### config.mk
export PLATFORM = sky130hd
export DESIGN_NAME = uart_rx_irq_ctrl
export DESIGN_NICKNAME = d
export VERILOG_FILES = /design/src/rtl/uart_rx_irq_ctrl.sv
export SDC_FILE = /design/constraint.sdc
export NUM_CORES = 1
export LEC_CHECK = 0
export CORE_AREA = 2 2 39 41
export DETAILED_ROUTE_END_ITERATION = 12
export DIE_AREA = 0 0 41 43
export GPL_ROUTABILITY_DRIVEN = 0
export GPL_TIMING_DRIVEN = 1
export PLACE_DENSITY = 0.78
export SKIP_LAST_GASP = 1
export SYNTH_ARGS = -nofsm -noshare
export SYNTH_HDL_FRONTEND = slang
export SYNTH_SLANG_ARGS = --single-unit
### constraint.sdc
create_clock -name clk -period 2.2 [get_ports clk]
set_clock_uncertainty 0.1 [all_clocks]
set_input_delay 0.22 -clock clk [delete_from_list [all_inputs] [get_ports clk]]
set_output_delay 0.22 -clock clk [all_outputs]
set_load 0.02 [all_outputs]
### src/rtl/uart_rx_irq_ctrl.sv
// UART RX interrupt scheduler: error/data/timeout/THRE arbitration plus the character-timeout timer.
// Optional character-timeout logic is enabled by defining UART_RX_TIMEOUT_EN.
module uart_rx_irq_ctrl #(
  parameter int unsigned TICKS_PER_BIT = 16,
  parameter int unsigned TIMEOUT_CHARS = 4,
  parameter int unsigned CNT_W         = 10
) (
  input  logic       clk,
  input  logic       reset_n,
  input  logic       tick_i,
  input  logic [1:0] data_bit_num_i,
  input  logic       parity_en_i,
  input  logic       stop_bit_num_i,
  input  logic       fifo_en_i,
  input  logic       rx_data_valid_i,
  input  logic       rdr_empty_i,
  input  logic       fifo_rx_empty_i,
  input  logic       fifo_rx_triggered_i,
  input  logic       fifo_rx_pop_i,
  input  logic       parity_err_i,
  input  logic       stop_bit_err_i,
  input  logic       overrun_i,
  input  logic       tx_empty_i,
  input  logic       thr_write_i,
  input  logic [3:0] ier_i,
  input  logic       lsr_read_i,
  input  logic       iir_read_i,
  output logic       irq_o,
  output logic [2:0] iir_id_o,
  output logic [2:0] lsr_err_o,
  output logic       timeout_o
);

  localparam logic [2:0] ID_NONE = 3'b000;
  localparam logic [2:0] ID_THRE = 3'b001;
  localparam logic [2:0] ID_RDA  = 3'b010;
  localparam logic [2:0] ID_RLS  = 3'b011;
  localparam logic [2:0] ID_CTI  = 3'b110;

  logic [2:0] lsr_err_q;
  logic       tx_empty_d;
  logic       thre_pend_q;
  logic [2:0] iir_id_q;
  logic       irq_q;
  logic       cti_c;
  logic       rls_c;
  logic       rda_c;
  logic       thre_c;
  logic [2:0] id_c;

  // Sticky line-status errors; a new error in the read cycle survives the clear.
  always_ff @(posedge clk) begin
    if (!reset_n) lsr_err_q <= 3'b000;
    else          lsr_err_q <= (lsr_err_q & {3{~lsr_read_i}}) | {overrun_i, stop_bit_err_i, parity_err_i};
  end

  // THRE pending: set on tx_empty rising edge, which beats any same-cycle clear.
  always_ff @(posedge clk) begin
    if (!reset_n) begin
      tx_empty_d  <= 1'b1;
      thre_pend_q <= 1'b0;
    end else begin
      tx_empty_d  <= tx_empty_i;
      thre_pend_q <= (tx_empty_i & ~tx_empty_d) |
                     (thre_pend_q & ~(thr_write_i | (iir_read_i & (iir_id_q == ID_THRE))));
    end
  end

`ifdef UART_RX_TIMEOUT_EN
  localparam logic [1:0] ST_IDLE    = 2'd0;
  localparam logic [1:0] ST_COUNT   = 2'd1;
  localparam logic [1:0] ST_EXPIRED = 2'd2;

  logic [1:0]       state_q, state_n;
  logic [CNT_W-1:0] cnt_q, cnt_n;
  logic [CNT_W-1:0] limit_m1_c;
  logic [3:0]       char_len_c;
  logic             timeout_q;
  logic             restart_c;

  assign char_len_c = 4'd7 + 4'(data_bit_num_i) + 4'(parity_en_i) + 4'(stop_bit_num_i);
  assign limit_m1_c = CNT_W'(TIMEOUT_CHARS * TICKS_PER_BIT * 32'(char_len_c) - 32'd1);
  assign restart_c  = rx_data_valid_i | fifo_rx_pop_i;

  always_ff @(posedge clk) begin
    if (!reset_n) begin
      state_q   <= ST_IDLE;
      cnt_q     <= '0;
      timeout_q <= 1'b0;
    end else begin
      state_q   <= state_n;
      cnt_q     <= cnt_n;
      timeout_q <= (state_n == ST_EXPIRED);
    end
  end

  // Comparison uses >= so a shortened character format mid-count still expires.
  always_comb begin
    state_n = state_q;
    cnt_n   = cnt_q;
    if (!fifo_en_i || fifo_rx_empty_i) begin
      state_n = ST_IDLE;
      cnt_n   = '0;
    end else begin
      case (state_q)
        ST_IDLE: begin
          state_n = ST_COUNT;
          cnt_n   = '0;
        end
        ST_COUNT: begin
          if (restart_c) begin
            cnt_n = '0;
          end else if (tick_i) begin
            if (cnt_q >= limit_m1_c) begin
              state_n = ST_EXPIRED;
              cnt_n   = '0;
            end else begin
              cnt_n = cnt_q + CNT_W'(1);
            end
          end
        end
        ST_EXPIRED: begin
          if (restart_c) begin
            state_n = ST_COUNT;
            cnt_n   = '0;
          end
        end
        default: begin
          state_n = ST_IDLE;
          cnt_n   = '0;
        end
      endcase
    end
  end

  assign timeout_o = timeout_q;
  assign cti_c     = timeout_q & ier_i[3];
`else
  logic unused_timer_c;
  assign unused_timer_c = ^{tick_i, data_bit_num_i, parity_en_i, stop_bit_num_i,
                            rx_data_valid_i, fifo_rx_empty_i, fifo_rx_pop_i, ier_i[3]};
  assign timeout_o = 1'b0;
  assign cti_c     = 1'b0;
`endif

  assign rls_c  = (|lsr_err_q) & ier_i[2];
  assign rda_c  = (fifo_en_i ? fifo_rx_triggered_i : ~rdr_empty_i) & ier_i[0];
  assign thre_c = thre_pend_q & ier_i[1];

  always_comb begin
    id_c = ID_NONE;
    if (rls_c)       id_c = ID_RLS;
    else if (rda_c)  id_c = ID_RDA;
    else if (cti_c)  id_c = ID_CTI;
    else if (thre_c) id_c = ID_THRE;
  end

  // IIR read holds the reported ID steady for the access cycle.
  always_ff @(posedge clk) begin
    if (!reset_n) begin
      iir_id_q <= ID_NONE;
      irq_q    <= 1'b0;
    end else if (!iir_read_i) begin
      iir_id_q <= id_c;
      irq_q    <= (id_c != ID_NONE);
    end
  end

  assign irq_o     = irq_q;
  assign iir_id_o  = iir_id_q;
  assign lsr_err_o = lsr_err_q;

endmodule

==> run_results.csv, run 1 <==
group,metric,value,unit
outcome,outcome,"completed",
critical_path,rrSetupSlack,1.02,ns
global_route,antenna_found_initial,0,
final_layout,final_layout_size_suffix_gt1_frac,0.0862,
cts,root_buffer,"clkbuf_4",
floorplan,rows,14,
power,p_leak,0.000217,uW
synth,synth_cell_types,20,
cts,insertion_delay,0.25,ns
floorplan,die_w,41,um
routing,dr.pass1.iters,2,
critical_path,r2r_end,"irq_o$_SDFFE_PN0N_",
critical_path,max_stage_delay,0.63,ns
routing,dr_total_vias,330,
placement,hpwl,597,um
critical_path,crit_type,"reg -> out",
synth,ys_warn_count,0,
synth,ys_ff_latch,8,
routing,drtAntennaViolNets,0,
power,clkPwrFrac,0.317,
floorplan,dieArea,1760,um2
critical_path,critPathCaptureType,"output pin",
worst_hold_path,hp-class,"reg -> reg",
routing,avgViaCountPerCell,4.46,
timing,rsz0062_at_grt,"false",
synth,yosysTopAreaCell,"dfxtp_1",
power,power.density,605,nW/um2
cts,cts.sinks,8,
critical_path,crit_cells,1,
synth,synth.area.top_cells,"dfxtp_1 46%, o21a_1 6.4%, nor2b_1 5.3%",
final_layout,fin_nets,84,
critical_path,required,1.88,ns
routing,drtIter0Drc,3,
timing,layout_min_cycle_time,1.57,ns
timing,slew_violations,0,
critical_path,cp_data_arrival_time,1.25,ns
cts,cts_buffers,3,
floorplan,io_pins,32,
power,p_int,265,uW
placement,port_buffers,20,
power,seqPwrFrac,0.457,
cts,htreeDepth,1,
synth,yosysSeqAreaShare,0.456,
critical_path,crit_end,"iir_id_o[0]",
global_route,grt_overflow,0,
final_layout,area_growth,65.8,%
critical_path,r2r_cells,3,
critical_path,cp-start-kind,"register",
global_route,first_global_vias,297,
synth,synth_area,352,um2
critical_path,cp_num_buf_inv,1,
cts,clkTransAtPathRegs,0.06,ns
critical_path,critPathMaxFanout,4,
floorplan,coreArea,1380,um2
cts,post_cts_buffers,0,
routing,drc,0,
power,p_comb_frac,0.227,
floorplan,initial_core_util,0.254,
timing,hold_viol,0,
cts,clockBufferDepth,2,
routing,wl_per_cell,10.4,um
floorplan,die_y,43,um
cts,cts_resized,0,
routing,finalWirelength,767,um
power,peakVddDrop,0.000298,V
global_route,grtUsageTotal,0.106,
final_layout,final_core_util,0.421,
critical_path,r2r-start,"lsr_err_o[1]$_SDFF_PN0_",
synth,syn-instance-count,36,
critical_path,crit_chain,"clkdlybuf4s50_1",
global_route,grt_max_degree,10,
synth,yosys.area.top_type_share,0.456,
timing,fmax,638,MHz
timing,final.setup.tns,0,ns
final_layout,antenna_cells,0,
cts,cts_hold_buf,0,
power,switching_share,0.249,
synth,avgSynthCellArea,9.77,um2
critical_path,cp_top_family,"buffers and inverters",
power,switchingPower,88.0,uW
global_route,grt_pass1_wl,1180,um
critical_path,slowest_stage,"clkdlybuf4s50_1",
timing,setup_viol,0,
cts,cts_tree,"built",
timing,fin_crit_sh,0.713,
run,cap_violations,0,
critical_path,critPathLaunch,"iir_id_o[0]$_SDFFE_PN0N_",
==> worst min-delay path by stage <==
stage	from	end	slack [ns]	cells after the start
final	tx_empty_d$_SDFF_PN1_	thre_pend_q$_SDFF_PN0_	0.38	2
after floorplan	reset_n	tx_empty_d$_SDFF_PN1_	0.19	1
after global routing	tx_empty_d$_SDFF_PN1_	thre_pend_q$_SDFF_PN0_	0.40	2
after detailed placement	tx_empty_d$_SDFF_PN1_	thre_pend_q$_SDFF_PN0_	0.38	2
after global placement	tx_empty_d$_SDFF_PN1_	thre_pend_q$_SDFF_PN0_	0.38	2
after CTS	tx_empty_d$_SDFF_PN1_	thre_pend_q$_SDFF_PN0_	0.39	2
==> worst min-delay path: stages (launching register included) <==
cell      delay (ns)
dfxtp_1         0.30
nand2b_1        0.09
a21boi_1        0.05
==> power by group through the flow <==
stage	Combinational [uW]	Sequential, uW	Clock (uW)
floorplan	26.0	173	0
global placement	79.2	164	0
detailed placement	80.1	164	0
CTS	80.8	161	118
global route	86.3	162	126
finish	79.9	161	112
==> area by class of cell <==
| type | count | area, um2 |
|---|---|---|
| fill | 146 | 801 |
| clock buffer | 3 | 22.5 |
| multi-input combinational | 26 | 176 |
| sequential | 8 | 160 |
| timing repair buffer | 20 | 200 |
| inverter | 1 | 3.75 |
| tap | 16 | 20.0 |
==> layer usage <==
| metal | vias to the layer above | track usage | wire length (um) |
|---|---|---|---|
| met5 | - | 0 | 0 |
| met4 | 0 | 0.0600 | 0 |
| met3 | 0 | 0.0628 | 66 |
| met2 | 13 | 0.150 | 371 |
| met1 | 149 | 0.117 | 329 |
| li1 | 168 | - | - |
==> flip-flops by register name, indices dropped and copies added (netlist names) <==
signal       cells
iir_id_o         2
irq_o            1
lsr_err_o        3
thre_pend_q      1
tx_empty_d       1
==> stage by stage <==
step	worst slack (ns)	area [um2]	power (uW)	cells	hold slack, ns
floorplan	0.971	355	199	37	0.193
global placement	0.734	561	243	71	0.376
detailed placement	0.705	561	244	71	0.381
CTS	0.621	583	360	74	0.391
global route	0.590	583	374	74	0.401
finish	0.632	583	353	74	0.384
==> synthesized netlist by cell type <==
cell type / number
nand2_1: 1
inv_1: 1
and2_1: 1
o21a_1: 3
conb_1: 1
o21ai_1: 2
a21boi_1: 1
buf_4: 2
a21oi_4: 1
nand2b_1: 2
a21oi_1: 1
nand3b_1: 2
a31oi_1: 1
or3_4: 1
dfxtp_1: 8
nor2b_1: 3
o21ai_0: 2
o2bb2ai_1: 1
o2111a_1: 1
nor2_1: 1
==> kinds of logic (layout without fill, tap and decap cells) <==
group | after synthesis | in the layout | synth area share
DFF | 8 | 8 | 0.456
other | 1 | 2 | 0.0107
AOI/OAI and AO/OA | 13 | 13 | 0.278
and+or+nand+nor | 11 | 11 | 0.203
buffers and inverters | 3 | 24 | 0.0534
==> cell usage in the layout (no fill, tap or decap), drive strengths merged <==
| cell type | n |
|---|---|
| and2 | 1 |
| clkbuf | 3 |
| nand3b | 2 |
| o21ai | 4 |
| nor2b | 3 |
| nor2 | 1 |
| nand2 | 1 |
| or3 | 1 |
| o2111a | 1 |
| a31oi | 1 |
| nand2b | 2 |
| o2bb2ai | 1 |
| o21a | 3 |
| clkdlybuf4s50 | 20 |
| a21oi | 2 |
| a21boi | 1 |
| conb | 2 |
| dfxtp | 8 |
| inv | 1 |
(Power assumes the default switching activity.)
==> run 2, diff against run 1 <==
--- a/config.mk
+++ b/config.mk
@@ -5,12 +5,12 @@
 export SDC_FILE = /design/constraint.sdc
 export NUM_CORES = 1
 export LEC_CHECK = 0
-export CORE_AREA = 2 2 39 41
+export CORE_MARGIN = 2
+export CORE_UTILIZATION = 26
 export DETAILED_ROUTE_END_ITERATION = 12
-export DIE_AREA = 0 0 41 43
 export GPL_ROUTABILITY_DRIVEN = 0
 export GPL_TIMING_DRIVEN = 1
-export PLACE_DENSITY = 0.78
+export PLACE_DENSITY = 0.79
 export SKIP_LAST_GASP = 1
 export SYNTH_ARGS = -nofsm -noshare
 export SYNTH_HDL_FRONTEND = slang
==> constraint.sdc (replaced) <==
create_clock -name clk -period 1.3 [get_ports clk]
set_clock_uncertainty 0.1 [all_clocks]
set_input_delay 0.13 -clock clk [delete_from_list [all_inputs] [get_ports clk]]
set_output_delay 0.13 -clock clk [all_outputs]
set_load 0.02 [all_outputs]
==> run_results.csv, run 2 (synthesis gave the netlist of run 1 again) <==
group,metric,value,unit
outcome,outcome,"completed",
global_route,grt_pass1_wl,1100,um
global_route,first_global_vias,268,
critical_path,critPathCaptureType,"output pin",
power,power,592,uW
power,p_leak,0.000245,uW
final_layout,area_growth,67.6,%
floorplan,io_pins,32,
final_layout,layout_common_cells,"14 x clkdlybuf4s50_1, 8 x dfxtp_1, 6 x dlygate4sd2_1",
cts,insertion_delay,0.25,ns
critical_path,required,1.07,ns
placement,port_buffers,20,
global_route,grt_max_degree,7,
global_route,grtUsageTotal,0.108,
timing,fin_crit_sh,0.923,
timing,layout_min_cycle_time,1.20,ns
final_layout,final_layout_size_suffix_gt1_frac,0.117,
routing,drtAntennaViolNets,0,
timing,hold_viol,0,
timing,slew_violations,0,
final_layout,fin_nets,86,
critical_path,max_stage_delay,0.37,ns
cts,cts.sinks,8,
power,peakVddDrop,0.000499,V
routing,finalWirelength,748,um
final_layout,stdcell_count,75,
final_layout,seqCellArea,160,um2
timing,fmax,833,MHz
floorplan,rows,13,
routing,avgViaCountPerCell,4.63,
cts,clkTransAtPathRegs,0.06,ns
global_route,antenna_found_initial,0,
floorplan,initial_core_util,0.274,
floorplan,die_y,40.8,um
global_route,grt_overflow,0,
routing,wl_per_cell,9.97,um
floorplan,coreArea,1280,um2
timing,final.setup.tns,0,ns
critical_path,cp_data_arrival_time,0.97,ns
critical_path,cp_top_family,"flip-flops",
timing,rsz0062_at_grt,"false",
cts,root_buffer,"clkbuf_4",
final_layout,final_core_util,0.459,
cts,htreeDepth,1,
placement,dp_cells,72,
final_layout,largest_register_ffs,3,
critical_path,crit_chain,"dlygate4sd2_1",
cts,cts_tree,"built",
timing,setup_viol,0,
final_layout,n_fill_cell,132,
routing,dr.pass1.iters,4,
final_layout,multi_input_area,176,um2
cts,cts_hold_buf,0,
run,cap_violations,0,
routing,drtIter0Drc,7,
cts,cts_buffers,3,
final_layout,antenna_cells,0,
final_layout,final_common_cell,"clkdlybuf4s50_1",
routing,dr_total_vias,347,
floorplan,die_w,40.8,um
floorplan,dieArea,1660,um2
cts,post_cts_buffers,0,
critical_path,critPathMaxFanout,4,
critical_path,cp_num_buf_inv,1,
critical_path,slowest_stage,"dfxtp_1",
placement,hpwl,630,um
critical_path,cp-start-kind,"register",
routing,drc,0,
cts,clockBufferDepth,2,
critical_path,crit_type,"reg -> out",
power,power.density,1010,nW/um2
worst_hold_path,hp-class,"in -> reg",
==> run 2: cell types whose count changed in the layout (fill, tap and decap cells not counted) <==
cell and change:
dlygate4sd2_1 +6, clkdlybuf4s50_1 -6, buf_4 +2
==> run 2: path summary, 6_finish.rpt <==
path	start	end	slack (ns)	cells after the start
worst min register to register	tx_empty_d$_SDFF_PN1_	thre_pend_q$_SDFF_PN0_	0.38	2
worst max register to register	lsr_err_o[1]$_SDFF_PN0_	iir_id_o[1]$_SDFFE_PN0N_	0.11	3
worst max-delay path	iir_id_o[0]$_SDFFE_PN0N_	iir_id_o[0]	0.1	1
worst min-delay path	tx_empty_i	thre_pend_q$_SDFF_PN0_	0.35	3
==> run 2: area by class of cell <==
| type | count | share of cell area |
|---|---|---|
| timing repair buffer | 22 | 0.352 |
| multi-input combinational | 26 | 0.299 |
| sequential | 8 | 0.272 |
| clock buffer | 3 | 0.0382 |
| tap | 15 | 0.0318 |
| inverter | 1 | 0.00637 |
==> run 2: worst register-to-register path: cells and delay by family, from the launching register on <==
family             cells  cell delay, ns
AOI/OAI and AO/OA      2            0.26
and+or+nand+nor        1            0.39
DFF                    1            0.31
==> run 2: through the flow <==
step | instance area (um2) | setup WS [ns] | hold WS, ns
after CTS | 589 | 0.0862 | 0.355
after global placement | 574 | 0.0461 | 0.377
after detailed placement | 574 | 0.0161 | 0.387
final | 589 | 0.100 | 0.351
after global routing | 589 | 0.0365 | 0.383
after floorplan | 355 | 0.0711 | 0.103
==> run 2: repair_timing <==
action / 4_1_cts / 5_1_grt
endpoints found under the setup margin: 6 / 0
endpoints found under the hold margin: 0 / 0
resized for setup: 6 / 0
==> run 2: layer usage <==
layer  GRT usage  vias to the layer above  part of all wire
met4      0.0750                        0             0.016
met3      0.0326                        2             0.086
met2       0.151                       17              0.45
li1            -                      172                 -
met1       0.141                      156              0.44
met5           0                        -                 0
==> run 2: report_power, final <==
| part | internal [uW] | total, uW | switching, uW |
|---|---|---|---|
| Combinational | 75.1 | 131 | 55.7 |
| Sequential | 262 | 271 | 9.41 |
| Clock | 106 | 190 | 84.5 |
==> run 3, diff against run 2 <==
--- a/config.mk
+++ b/config.mk
@@ -7,6 +7,7 @@
 export LEC_CHECK = 0
 export CORE_MARGIN = 2
 export CORE_UTILIZATION = 26
+export CTS_CLUSTER_SIZE = 20
 export DETAILED_ROUTE_END_ITERATION = 12
 export GPL_ROUTABILITY_DRIVEN = 0
 export GPL_TIMING_DRIVEN = 1
==> results of run 3 <==
Final layout, timing and power as in run 2 (identical DEF).
